File: src/rtl/tank_collision_engine.sv
// Frame-synchronous collision resolver: latches tank, wall and bullet geometry on start,
// scans one wall per cycle, then publishes tank block flags and bullet hit vectors.
module tank_collision_engine #(
    parameter int NUM_WALLS   = 8,
    parameter int NUM_BULLETS = 4,
    parameter int W           = 10,
    parameter int SCREEN_W    = 640,
    parameter int SCREEN_H    = 480
) (
    input  logic                     Clk,
    input  logic                     Reset_n,
    input  logic                     start,
    input  logic [NUM_WALLS*W-1:0]   wall_x,
    input  logic [NUM_WALLS*W-1:0]   wall_y,
    input  logic [NUM_WALLS*W-1:0]   wall_w,
    input  logic [NUM_WALLS*W-1:0]   wall_h,
    input  logic [W-1:0]             tank_x,
    input  logic [W-1:0]             tank_y,
    input  logic [W-1:0]             tank_w,
    input  logic [W-1:0]             tank_h,
    input  logic [W-1:0]             tank_dx,
    input  logic [W-1:0]             tank_dy,
    input  logic [NUM_BULLETS*W-1:0] bullet_x,
    input  logic [NUM_BULLETS*W-1:0] bullet_y,
    input  logic [W-1:0]             bullet_size,
    input  logic [NUM_BULLETS-1:0]   bullet_valid,
    output logic                     busy,
    output logic                     done,
    output logic                     block_x,
    output logic                     block_y,
    output logic [NUM_BULLETS-1:0]   bullet_wall_hit,
    output logic [NUM_BULLETS-1:0]   bullet_tank_hit,
    output logic [2:0]               dbg_state
);
    // Three guard bits keep candidate + size sums from wrapping for any W-bit inputs.
    localparam int SW = W + 3;
    localparam int CW = (NUM_WALLS > 1) ? $clog2(NUM_WALLS) : 1;
    localparam logic [CW-1:0]        LAST_IDX = CW'(NUM_WALLS - 1);
    localparam logic signed [SW-1:0] SCR_W    = SW'(SCREEN_W);
    localparam logic signed [SW-1:0] SCR_H    = SW'(SCREEN_H);

    typedef enum logic [2:0] {S_IDLE, S_LATCH, S_SCAN, S_TANK, S_DONE} state_t;

    function automatic logic signed [SW-1:0] u2s(input logic [W-1:0] v);
        return $signed({3'b000, v});
    endfunction

    function automatic logic signed [SW-1:0] sx(input logic [W-1:0] v);
        return $signed({{3{v[W-1]}}, v});
    endfunction

    function automatic logic overlap(
        input logic signed [SW-1:0] ax, ay, aw, ah,
        input logic signed [SW-1:0] bx, by, bw, bh);
        return (ax < bx + bw) && (bx < ax + aw) && (ay < by + bh) && (by < ay + ah);
    endfunction

    state_t state_q, state_d;
    logic [CW-1:0]            idx_q;
    logic [NUM_WALLS*W-1:0]   wx_q, wy_q, ww_q, wh_q;
    logic [W-1:0]             tx_q, ty_q, tw_q, th_q, bsz_q;
    logic [NUM_BULLETS*W-1:0] bpx_q, bpy_q;
    logic [NUM_BULLETS-1:0]   bval_q, bw_acc_q;
    logic signed [SW-1:0]     cx_q, cy_q;
    logic                     bx_acc_q, by_acc_q;
    logic                     block_x_q, block_y_q;
    logic [NUM_BULLETS-1:0]   bullet_wall_hit_q, bullet_tank_hit_q;

    logic signed [SW-1:0]     cx_new, cy_new;
    logic                     seed_x, seed_y;
    logic [W-1:0]             cur_wx, cur_wy, cur_ww, cur_wh;
    logic                     wall_en, hit_x, hit_y;
    logic [NUM_BULLETS-1:0]   scan_bw, tank_bt;

    always_comb begin
        cx_new = u2s(tank_x) + sx(tank_dx);
        cy_new = u2s(tank_y) + sx(tank_dy);
        seed_x = cx_new[SW-1] || (cx_new + u2s(tank_w) > SCR_W);
        seed_y = cy_new[SW-1] || (cy_new + u2s(tank_h) > SCR_H);
    end

    always_comb begin
        cur_wx  = wx_q[int'(idx_q)*W +: W];
        cur_wy  = wy_q[int'(idx_q)*W +: W];
        cur_ww  = ww_q[int'(idx_q)*W +: W];
        cur_wh  = wh_q[int'(idx_q)*W +: W];
        wall_en = (|cur_ww) && (|cur_wh);
        hit_x   = wall_en && overlap(cx_q, u2s(ty_q), u2s(tw_q), u2s(th_q),
                                     u2s(cur_wx), u2s(cur_wy), u2s(cur_ww), u2s(cur_wh));
        hit_y   = wall_en && overlap(u2s(tx_q), cy_q, u2s(tw_q), u2s(th_q),
                                     u2s(cur_wx), u2s(cur_wy), u2s(cur_ww), u2s(cur_wh));
        scan_bw = '0;
        tank_bt = '0;
        for (int b = 0; b < NUM_BULLETS; b++) begin
            scan_bw[b] = wall_en && bval_q[b] &&
                overlap(u2s(bpx_q[b*W +: W]), u2s(bpy_q[b*W +: W]), u2s(bsz_q), u2s(bsz_q),
                        u2s(cur_wx), u2s(cur_wy), u2s(cur_ww), u2s(cur_wh));
            tank_bt[b] = bval_q[b] &&
                overlap(u2s(bpx_q[b*W +: W]), u2s(bpy_q[b*W +: W]), u2s(bsz_q), u2s(bsz_q),
                        u2s(tx_q), u2s(ty_q), u2s(tw_q), u2s(th_q));
        end
    end

    always_ff @(posedge Clk or negedge Reset_n) begin
        if (!Reset_n) state_q <= S_IDLE;
        else          state_q <= state_d;
    end

    always_comb begin
        state_d = state_q;
        case (state_q)
            S_IDLE:  if (start) state_d = S_LATCH;
            S_LATCH: state_d = S_SCAN;
            S_SCAN:  if (idx_q == LAST_IDX) state_d = S_TANK;
            S_TANK:  state_d = S_DONE;
            S_DONE:  state_d = S_IDLE;
            default: state_d = S_IDLE;
        endcase
    end

    always_ff @(posedge Clk or negedge Reset_n) begin
        if (!Reset_n) begin
            idx_q <= '0;
            wx_q <= '0; wy_q <= '0; ww_q <= '0; wh_q <= '0;
            tx_q <= '0; ty_q <= '0; tw_q <= '0; th_q <= '0; bsz_q <= '0;
            bpx_q <= '0; bpy_q <= '0; bval_q <= '0;
            cx_q <= '0; cy_q <= '0;
            bx_acc_q <= 1'b0; by_acc_q <= 1'b0; bw_acc_q <= '0;
            block_x_q <= 1'b0; block_y_q <= 1'b0;
            bullet_wall_hit_q <= '0; bullet_tank_hit_q <= '0;
        end else begin
            case (state_q)
                S_LATCH: begin
                    idx_q <= '0;
                    wx_q <= wall_x; wy_q <= wall_y; ww_q <= wall_w; wh_q <= wall_h;
                    tx_q <= tank_x; ty_q <= tank_y; tw_q <= tank_w; th_q <= tank_h;
                    bsz_q <= bullet_size;
                    bpx_q <= bullet_x; bpy_q <= bullet_y; bval_q <= bullet_valid;
                    cx_q <= cx_new; cy_q <= cy_new;
                    bx_acc_q <= seed_x; by_acc_q <= seed_y;
                    bw_acc_q <= '0;
                end
                S_SCAN: begin
                    bx_acc_q <= bx_acc_q | hit_x;
                    by_acc_q <= by_acc_q | hit_y;
                    bw_acc_q <= bw_acc_q | scan_bw;
                    idx_q    <= (idx_q == LAST_IDX) ? '0 : idx_q + 1'b1;
                end
                // Results are loaded on the TANK->DONE edge so they are visible alongside done.
                S_TANK: begin
                    block_x_q         <= bx_acc_q;
                    block_y_q         <= by_acc_q;
                    bullet_wall_hit_q <= bw_acc_q & bval_q;
                    bullet_tank_hit_q <= tank_bt;
                end
                default: ;
            endcase
        end
    end

    assign busy            = (state_q != S_IDLE);
    assign done            = (state_q == S_DONE);
    assign block_x         = block_x_q;
    assign block_y         = block_y_q;
    assign bullet_wall_hit = bullet_wall_hit_q;
    assign bullet_tank_hit = bullet_tank_hit_q;
    assign dbg_state       = state_q;
endmodule

File: config.mk
export PLATFORM = sky130hd
export DESIGN_NAME = tank_collision_engine
export DESIGN_NICKNAME = d
export VERILOG_FILES = /design/src/rtl/tank_collision_engine.sv
export SDC_FILE = /design/constraint.sdc
export NUM_CORES = 2
export LEC_CHECK = 0
export ABC_AREA = 1
export BUFFER_PORTS_ARGS = -buffer_cell sky130_fd_sc_hd__buf_2
export CAP_MARGIN = 10
export CORE_MARGIN = 3
export CORE_UTILIZATION = 57
export DETAILED_ROUTE_END_ITERATION = 8
export GPL_ROUTABILITY_DRIVEN = 0
export PLACE_DENSITY = 0.87
export SYNTH_ARGS = -nofsm -noshare
export SYNTH_HDL_FRONTEND = slang
export SYNTH_SLANG_ARGS = --single-unit
File: constraint.sdc
create_clock -name Clk -period 8.05 [get_ports Clk]
set_clock_uncertainty 0.2 [all_clocks]
set_input_delay 0.805 -clock Clk [delete_from_list [all_inputs] [get_ports Clk]]
set_output_delay 0.805 -clock Clk [all_outputs]
set_load 0.03 [all_outputs]
==> impl_metrics.toml <==
[clock_network]
clockBufferDepth = 3
clk-insertion-delay-late_ns = 0.63
cts_root_buf = "clkbuf_16"
cts_htree_levels = 2
cts_tree = "yes"
cts_resized = 0
holdBufCountCts = 1
cts_sinks = 500
cts_setup_buffers = 0
clkTransAtPathRegs_ns = 0.07
cts_buffers = 53

[sta]
tns_ns = 0
period_minus_slack_ns = 6.33
setup_viol = 0
max-slew-margin-rel_pct = 26.4
fmax_mhz = 158
finalHoldViolations = 0
worst_slew_pin_slew_ns = 1.10
fin_hold_ws_ns = 0.174
min_period_over_period_pct = 78.6
drv_slew = 0
rsz0062_at_grt = "false"

[placement]
port_buffers = 491
dpl-instance-area_sq_um = 40100
dp_hpwl_microns = 93100

[routing]
viasPerCell = 5.81
wl_microns = 122000
route.detailed.drc = 0
wire_per_inst_microns = 19.3
drtAntennaViolNets = 0
drt_iter0_markers = 3738
drt-pass1-iter-count = 8
dr_total_vias = 36933

[global_route]
grt_antenna_before_repair = 6
overflow = 0
grt_pass1_vias = 35743
grt_usage_pct = 35.3
grt_max_degree = 150
grt_first_pass_wirelength_microns = 189000

[floorplanning]
die_area_sq_um = 68100
die_h_microns = 261
die_x_microns = 261
core-area_sq_um = 63700
start_util_pct = 58.2
rows = 92
io_pins = 492

[worst_hold_path]
hold_class = "in2reg"

[synthesis]
synthMuxAreaShare_pct = 0
yosys.area.top_type = "dfrtp_1"
synth.top_cells.by_count = "nand2_1 (1865), ha_1 (511), dfrtp_1 (500), inv_1 (390), nor2_1 (348)"
syn_area_per_cell_sq_um = 7.34
yosysUniqueCellTypes = 50
syn_nets = 6059
async_flop_share_pct = 100
ys_seq_area_share_pct = 33.7
synth_area_leaders = "dfrtp_1 (34%), nand2_1 (19%), ha_1 (17%)"
ys_ff_latch = 500
synth_fa_ha_area_share_pct = 18.2
yosys.area_share.simple_pct = 26.6
synth_edf_count = 0
synth_top_family_by_area = "simple AND/OR/NAND/NOR gates"
synth_compound_area_share_pct = 12.0
synth_ff_type = "dfrtp_1"
netlist.area_leader.share_pct = 33.7
yosysMostFrequentCell = "nand2_1"
netlist_area_sq_um = 37100
ys_warn_count = 0
synth_xor_area_share_pct = 3.38
syn_inst = 5053

[outcome]
status = "finished clean"

[critical_path]
cp.arrival_ns = 6.69
cp-start-kind = "flop"
path_max_fanout = 115
rrSetupSlack_ns = 1.72
worstSetupPathType = "reg2reg"
required_ns = 8.41
end_kind = "flop"

[flow_run]
drv_cap = 0

[layout]
nNetsFinal = 6472
fin_util_pct = 66.0
area_delta_synth_final_pct = 13.4
finish.instance_area_sq_um = 42000
drive_gt1_share_pct = 11.6
==> metal layers <==
metal | up-vias | track usage [%] | part of all wire (%) | wire length, microns
met3 | 506 | 7.14 | 10 | 12200
met2 | 1900 | 56.6 | 45 | 55200
met4 | 6 | 20.3 | 6.6 | 8140
li1 | 17389 | - | - | -
met1 | 17132 | 44.5 | 38 | 46800
met5 | - | 0 | 0.028 | 34
==> worst max-delay path, stage by stage, from the launching register on <==
cell and delay (ns):
dfrtp_4 0.77, inv_4 0.89, o21ai_0 0.17, o22ai_1 0.15
nor2_1 0.06, a31oi_1 0.82, ha_1 0.45, nand2_1 0.12
inv_1 0.04, nand2_1 0.08, nand3_1 0.08, nand2_1 0.12
nand2_1 0.07, a21oi_1 0.20, o21ai_0 0.10, a21oi_1 0.15
xor2_1 0.62, ha_1 0.36, inv_1 0.05, nor2_1 0.05
nand4_1 0.13, nand3_1 0.09, nor2_1 0.12, nand4_1 0.11
nand2_1 0.09, nand2_1 0.05, nand2_1 0.06
==> worst paths after layout <==
kind                            cells after the start   endpoint          from
worst max-delay path                               26   bx_acc_q      idx_q[0]
worst min-delay path                                3  bpx_q[23]  bullet_x[23]
worst max register to register                     26   bx_acc_q      idx_q[0]
worst min register to register                      2   wy_q[32]      wy_q[32]
max in group asynchronous                           3    wy_q[1]       Reset_n
min in group asynchronous                           2  bpx_q[10]       Reset_n
==> state kept, by name, indices dropped and copies added (netlist names), 3 cells and up <==
| signal | flops |
|---|---|
| ww_q | 80 |
| bullet_wall_hit | 4 |
| wh_q | 80 |
| ty_q | 10 |
| tx_q | 10 |
| bpy_q | 40 |
| wx_q | 80 |
| bw_acc_q | 4 |
| cy_q | 12 |
| wy_q | 80 |
| th_q | 10 |
| bullet_tank_hit | 4 |
| cx_q | 12 |
| idx_q | 3 |
| bpx_q | 40 |
| bsz_q | 10 |
| dbg_state | 3 |
| tw_q | 10 |
| bval_q | 4 |
==> through the flow <==
step,setup slack (ns),instances
3_5_place_dp,1.86,6256
2_1_floorplan,3.51,5053
3_3_place_gp,2.00,6256
4_1_cts,1.85,6353
5_1_grt,1.18,6353
6_report,1.72,6359
==> area by class of cell <==
class                           instances  area (sq um)
Multi-Input combinational cell       3988         22300
Fill cell                            5330         21600
Sequential cell                       500         12500
Timing Repair Buffer                  528          2760
Inverter                              395          1490
Clock buffer                           67          1460
Tap cell                              846          1060
Clock inverter                         29           398
Antenna cell                            6          15.0
==> kinds of logic after synthesis <==
family	Yosys count
AO/OA/AOI/OAI	811
XOR/XNOR	143
adder cells (fa/ha/maj)	529
buffers and inverters	565
flip-flops	500
AND/OR/NAND/NOR	2505
==> layout by cell type (no fill, tap or decap), types with 34 or more instances in the layout <==
master,n
nor2_1,348
o21ai_0,318
nand3_1,193
nand2_1,1865
buf_2,490
inv_1,389
nor3_1,37
ha_1,511
xnor2_1,39
dfrtp_1,498
a21oi_1,292
buf_4,35
clkbuf_16,53
o21ai_1,34
xor2_1,104
nand4_1,46
Power is not shown: default switching activity piles up to over one toggle a cycle in this logic, so the estimate is an artifact.
